<file path="config.mk">
export PLATFORM = sky130hd
export DESIGN_NAME = spi_tx_sched
export DESIGN_NICKNAME = d
export VERILOG_FILES = /design/src/rtl/spi_tx_sched_pkg.sv /design/src/rtl/spi_rr_pick.sv /design/src/rtl/spi_tx_sched.sv
export SDC_FILE = /design/constraint.sdc
export NUM_CORES = 1
export LEC_CHECK = 0
export ABC_AREA = 1
export CORE_MARGIN = 2
export CORE_UTILIZATION = 49
export CTS_BUF_LIST = sky130_fd_sc_hd__clkbuf_16
export DETAILED_ROUTE_END_ITERATION = 10
export PLACE_DENSITY = 0.86
export SLEW_MARGIN = 20
export SYNTH_ARGS = -nofsm -noshare
export SYNTH_HDL_FRONTEND = slang
export SYNTH_SLANG_ARGS = --single-unit
</file>
<file path="constraint.sdc">
create_clock -name clk_100 -period 6.21 [get_ports clk_100]
set_input_delay 1.5525 -clock clk_100 [delete_from_list [all_inputs] [get_ports clk_100]]
set_output_delay 1.5525 -clock clk_100 [all_outputs]
set_load 0.005 [all_outputs]
</file>
<file path="src/rtl/spi_tx_sched_pkg.sv">
// Shared configuration for the SPI transmit scheduler: default sizes and FSM state type.
package spi_tx_sched_pkg;

  localparam int P_NUM_REQ_DEF     = 4;
  localparam int P_DATA_WIDTH_DEF  = 8;
  localparam int P_WDOG_CYCLES_DEF = 1024;

  typedef enum logic [1:0] {
    IDLE  = 2'd0,
    ISSUE = 2'd1,
    BUSY  = 2'd2,
    DONE  = 2'd3
  } sched_state_t;

endpackage

</file>
<file path="src/rtl/spi_rr_pick.sv">
// Combinational round-robin picker: first asserted request at or after i_rr_ptr,
// wrapping modulo P_NUM_REQ (works for non-power-of-two requester counts).
module spi_rr_pick #(
  parameter int P_NUM_REQ = 4,
  parameter int P_IW      = $clog2(P_NUM_REQ)
) (
  input  logic [P_NUM_REQ-1:0] i_req,
  input  logic [P_IW-1:0]      i_rr_ptr,
  output logic [P_IW-1:0]      o_winner,
  output logic [P_NUM_REQ-1:0] o_grant,
  output logic                 o_any
);

  // Scan offsets from farthest to nearest so the nearest request overwrites the rest.
  always_comb begin
    int              v_sum;
    logic [P_IW-1:0] v_sel;
    v_sum    = 0;
    v_sel    = '0;
    o_winner = '0;
    o_any    = 1'b0;
    for (int k = P_NUM_REQ - 1; k >= 0; k--) begin
      v_sum    = int'(i_rr_ptr) + k;
      v_sel    = (v_sum >= P_NUM_REQ) ? P_IW'(v_sum - P_NUM_REQ) : P_IW'(v_sum);
      o_winner = i_req[v_sel] ? v_sel : o_winner;
      o_any    = o_any | i_req[v_sel];
    end
    o_grant = o_any ? (P_NUM_REQ'(1) << o_winner) : '0;
  end

endmodule

</file>
<file path="src/rtl/spi_tx_sched.sv">
// Round-robin scheduler sharing one SPI transmitter between P_NUM_REQ requesters.
// Optional watchdog (frame abort + wdog_err pulse) enabled by defining SPI_SCHED_WDOG_EN.
module spi_tx_sched
  import spi_tx_sched_pkg::*;
#(
  parameter int P_NUM_REQ     = P_NUM_REQ_DEF,
  parameter int P_DATA_WIDTH  = P_DATA_WIDTH_DEF,
  parameter int P_WDOG_CYCLES = P_WDOG_CYCLES_DEF
) (
  input  logic                              clk_100,
  input  logic                              a_rst,
  input  logic [P_NUM_REQ-1:0]              req_valid,
  input  logic [P_NUM_REQ*P_DATA_WIDTH-1:0] req_data,
  output logic [P_NUM_REQ-1:0]              req_ready,
  output logic [P_NUM_REQ-1:0]              req_done,
  output logic                              tx_valid,
  output logic [P_DATA_WIDTH-1:0]           tx_data,
  input  logic                              tx_ready,
  output logic [P_NUM_REQ-1:0]              cs_sel,
  output logic [$clog2(P_NUM_REQ)-1:0]      grant_idx,
  output logic                              busy
`ifdef SPI_SCHED_WDOG_EN
  ,
  output logic                              wdog_err
`endif
);

  localparam int LP_IW = $clog2(P_NUM_REQ);

  sched_state_t            r_state;
  logic [LP_IW-1:0]        r_rr_ptr;
  logic [LP_IW-1:0]        r_grant_idx;
  logic [P_DATA_WIDTH-1:0] r_hold;
  logic                    r_seen_low;
  logic                    r_tx_valid;
  logic                    r_busy;
  logic [P_NUM_REQ-1:0]    r_cs_sel;
  logic [P_NUM_REQ-1:0]    r_done;

  logic [LP_IW-1:0]        w_winner;
  logic [P_NUM_REQ-1:0]    w_grant;
  logic                    w_any;
  logic                    w_wdog_hit;
  logic [P_DATA_WIDTH-1:0] w_words [P_NUM_REQ];

  for (genvar g = 0; g < P_NUM_REQ; g++) begin : g_words
    assign w_words[g] = req_data[g*P_DATA_WIDTH +: P_DATA_WIDTH];
  end

  spi_rr_pick #(
    .P_NUM_REQ (P_NUM_REQ),
    .P_IW      (LP_IW)
  ) u_pick (
    .i_req    (req_valid),
    .i_rr_ptr (r_rr_ptr),
    .o_winner (w_winner),
    .o_grant  (w_grant),
    .o_any    (w_any)
  );

`ifdef SPI_SCHED_WDOG_EN
  localparam int LP_WW = $clog2(P_WDOG_CYCLES) + 1;

  logic [LP_WW-1:0] r_wdog;
  logic             r_wdog_err;

  assign w_wdog_hit = (r_wdog == LP_WW'(P_WDOG_CYCLES - 1));
  assign wdog_err   = r_wdog_err;

  // Frame watchdog: counts only while a frame is outstanding, so entering ISSUE starts at 0.
  always_ff @(posedge clk_100 or posedge a_rst) begin
    if (a_rst) begin
      r_wdog     <= '0;
      r_wdog_err <= 1'b0;
    end else begin
      r_wdog     <= (r_state == ISSUE || r_state == BUSY) ? r_wdog + LP_WW'(1) : '0;
      r_wdog_err <= w_wdog_hit && (r_state == ISSUE || r_state == BUSY);
    end
  end
`else
  assign w_wdog_hit = 1'b0;
`endif

  // Accept strobe is only offered while idle, and never during reset.
  assign req_ready = (r_state == IDLE && !a_rst) ? w_grant : '0;
  assign req_done  = r_done;
  assign tx_valid  = r_tx_valid;
  assign tx_data   = r_hold;
  assign cs_sel    = r_cs_sel;
  assign grant_idx = r_grant_idx;
  assign busy      = r_busy;

  // Scheduler FSM with registered outputs updated on each transition.
  always_ff @(posedge clk_100 or posedge a_rst) begin
    if (a_rst) begin
      r_state     <= IDLE;
      r_rr_ptr    <= '0;
      r_grant_idx <= '0;
      r_hold      <= '0;
      r_seen_low  <= 1'b0;
      r_tx_valid  <= 1'b0;
      r_busy      <= 1'b0;
      r_cs_sel    <= '0;
      r_done      <= '0;
    end else begin
      r_done <= '0;
      case (r_state)
        IDLE: begin
          if (w_any) begin
            r_hold      <= w_words[w_winner];
            r_grant_idx <= w_winner;
            r_cs_sel    <= w_grant;
            r_tx_valid  <= 1'b1;
            r_busy      <= 1'b1;
            r_state     <= ISSUE;
          end
        end
        ISSUE: begin
          if (w_wdog_hit) begin
            r_tx_valid <= 1'b0;
            r_cs_sel   <= '0;
            r_done     <= r_cs_sel;
            r_state    <= DONE;
          end else if (tx_ready) begin
            r_tx_valid <= 1'b0;
            r_seen_low <= 1'b0;
            r_state    <= BUSY;
          end
        end
        BUSY: begin
          // The transmitter may still show ready right after the handshake; wait for a low first.
          if (w_wdog_hit || (r_seen_low && tx_ready)) begin
            r_cs_sel <= '0;
            r_done   <= r_cs_sel;
            r_state  <= DONE;
          end else if (!tx_ready) begin
            r_seen_low <= 1'b1;
          end
        end
        DONE: begin
          r_busy   <= 1'b0;
          r_rr_ptr <= (r_grant_idx == LP_IW'(P_NUM_REQ - 1)) ? '0 : r_grant_idx + LP_IW'(1);
          r_state  <= IDLE;
        end
        default: begin
          r_tx_valid <= 1'b0;
          r_busy     <= 1'b0;
          r_cs_sel   <= '0;
          r_state    <= IDLE;
        end
      endcase
    end
  end

endmodule
</file>
==> results.json <==
{
  "outcome": "complete, no violations",
  "h-tree-depth": 1,
  "fin_hold_ws_ns": 0.480,
  "grt_antenna_before_repair": 0,
  "drv_slew": 0,
  "hp-class": "flip-flop to flip-flop",
  "finalNetCount": 371,
  "finalNonFillerCells": 371,
  "cts_hold_buf": 0,
  "clk_path_buf_depth": 2,
  "finalHoldViolCount": 0,
  "yosysUniqueCellTypes": 24,
  "clock_latency_ns": 0.26,
  "post_cts.repair.setup_buffers": 0,
  "gp_congestion": 0.869,
  "nFillCells": 291,
  "fin_tns_setup_ns": 0,
  "dieHeight_um": 64.4,
  "synth-seq-area-share_pct": 35.0,
  "cp_slowest_stage_delay_ns": 0.53,
  "die_w_um": 64.4,
  "grt_max_degree": 27,
  "syn_inst": 266,
  "synth-adder-area-share_pct": 4.20,
  "grt_pass1_wl_um": 7640,
  "cts_root_buf": "clkbuf_16",
  "p_leak_nw": 1.33,
  "yosysTopAreaCell": "dfrtp_1",
  "grt.overflow.total": 0,
  "grt_pass1_vias": 1759,
  "ys_warn_count": 0,
  "critPathSlowestCell": "clkdlybuf4s50_1",
  "syn-mean-instance-area_um2": 6.72,
  "slew_headroom_pct": 70.1,
  "wl_met3_um": 443,
  "floorplan.initialDensity_pct": 52.3,
  "synth_top_area_share_pct": 35.0,
  "dp_cells": 367,
  "tritoncts": "done",
  "finish.utilization_pct": 72.8,
  "clkSinkCount": 25,
  "cp_cell_sequence": "clkdlybuf4s50_1 -> inv_1 -> nand2_1 -> nand2_1 -> nor2_1 -> a21oi_1 -> nand2_1 -> nand2_1 -> nand2_2 -> inv_1 -> nor3_1 -> clkdlybuf4s50_1",
  "drc": 0,
  "setup_slack_ns": 0.790,
  "synthMuxAreaShare_pct": 0,
  "setup_viol": 0,
  "wl_per_cell_um": 12.4,
  "synth-compound-area-share_pct": 5.18,
  "clk_pin_slew_ns": 0.06,
  "die_area_um2": 4150,
  "rsz0062_at_grt": "no",
  "track_usage_pct": 23.2,
  "via_count": 1814,
  "routed_wl_um": 4600,
  "required_ns": 4.66,
  "start_kind": "input port",
  "place_ws_ns": 0.870,
  "tightest_slew_ns": 0.448,
  "period_minus_slack_ns": 5.42,
  "cts_resized": 0,
  "rows": 21,
  "fin_skew_ns": 0.00490,
  "area_delta_synth_final_pct": 39.0,
  "io_pins": 63,
  "ant_nets": 0,
  "path_class": "input port to output pin",
  "wl_met1_um": 2010,
  "synth-simple-area-share_pct": 39.8,
  "wl_met2_um": 2100,
  "syn_nets": 311,
  "max_freq_mhz": 185,
  "top_layer": "met4",
  "ys_ff_latch": 25,
  "synth_top_family_by_area": "simple AND/OR/NAND/NOR gates",
  "finalCritPeriodShare_pct": 87.3,
  "cts_made_buffers": 3,
  "dr.pass1.iters": 4,
  "drive_gt1_share_pct": 7.08,
  "port_buffers": 62,
  "viasPerCell": 4.89,
  "drtIter0Drc": 117,
  "coreArea_um2": 3420,
  "p_per_area_nw_per_um2": 487,
  "synth_xor_area_share_pct": 0,
  "synth_area_um2": 1790,
  "cp_data_arrival_time_ns": 3.87,
  "end_kind": "output pin",
  "path_buf_inv": 4,
  "peakVddDrop_uv": 270,
  "crit_path_frequent_cell": "nand2_1",
  "antennaDiodeCount": 0,
  "cap_viol_max_count": 0,
  "synth_area_leaders": "dfrtp_1 (35%), nand2_1 (18%), nand3_1 (11%), inv_1 (11%), ha_1 (4.2%)",
  "hpwl_um": 3330,
  "cp_max_fo": 14,
  "crit_family": "buffers and inverters"
}
==> report_power, final <==
part	internal (mW)	leakage [nW]	switching [mW]
combinational	0.306	0.971	0.486
clock	0.0859	0.0423	0.0523
sequential	0.229	0.317	0.0509
total	0.620	1.33	0.589
==> cell type report <==
type                    count  area [um2]  area share [%]
flip-flops and latches     25         626            25.2
multi-input cells         176         880            35.4
clock buffers               3        75.1            3.02
repair buffers             63         628            25.3
clock inverters             1        3.75           0.151
inverters                  57         216            8.71
well taps                  46        57.6            2.32
==> tightest hold or removal path, cell delays in order (launching register included) <==
cell     delay (ns)
dfrtp_1        0.34
nand2_1        0.05
nand2_1        0.06
==> cells by family after synthesis <==
logic type / Yosys count
AO/OA/AOI/OAI: 17
adder cells (fa/ha/maj): 6
buffers and inverters: 65
flip-flops: 25
AND/OR/NAND/NOR: 153
==> cells in the mapped netlist <==
master / n
nand2_1: 84
inv_1: 53
nand3_1: 40
dfrtp_1: 25
nor2_1: 9
nand2_2: 8
o21ai_0: 8
ha_1: 6
nor3_1: 4
o21ai_1: 4
buf_4: 3
buf_6: 3
inv_2: 3
nand2_4: 3
a21oi_1: 2
buf_2: 2
o211ai_1: 2
inv_4: 1
nand3_4: 1
nand4_1: 1
nor2_2: 1
nor3_4: 1
nor4_2: 1
o21a_1: 1
==> sequential cells by signal, summed over array words and instances (netlist names) <==
name	cells
req_done	4
cs_sel	4
tx_data	8
r_state	2
r_rr_ptr	2
r_seen_low	1
grant_idx	2
tx_valid	1
busy	1
==> worst paths after layout <==
path                       cells after the start  slack, ns      endpoint          from
hold reg to reg                                2       0.48    tx_data[1]    tx_data[1]
min in group asynchronous                      3       1.64   req_done[2]         a_rst
hold / removal                                 2       0.48    tx_data[1]    tx_data[1]
setup / recovery                              12       0.79  req_ready[1]  req_valid[1]
max in group asynchronous                      3       4.32   r_rr_ptr[1]         a_rst
setup reg to reg                              13       3.98    tx_data[4]   r_rr_ptr[0]
==> cell usage in the layout (no fill, tap or decap) <==
cell type / instances
nand2_2: 8
o21ai_1: 4
nor4_2: 1
a21oi_1: 2
nand4_1: 1
clkdlybuf4s50_1: 62
o21ai_0: 8
nor3_4: 1
inv_4: 1
o21a_1: 1
ha_1: 6
inv_1: 54
inv_2: 3
nand3_1: 40
nor2_1: 9
clkbuf_16: 3
nand2_1: 84
o211ai_1: 2
nand2_4: 3
nor3_1: 4
dfrtp_1: 25
nor2_2: 1
buf_4: 1
nand3_4: 1
==> layer usage <==
| metal | up-vias | GRT usage [%] |
|---|---|---|
| li1 | 930 | - |
| met1 | 793 | 29.8 |
| met2 | 83 | 40.0 |
| met3 | 8 | 4.23 |
| met4 | 0 | 6.12 |
| met5 | - | 0 |
==> metrics by stage <==
stage,total power [mW],area [um2]
2_1_floorplan,0.871,1790
3_3_place_gp,1.03,2410
3_5_place_dp,1.06,2410
4_1_cts,1.21,2490
5_1_grt,1.33,2490
6_report,1.21,2490
No activity file was read; power rests on OpenSTA's default activity.
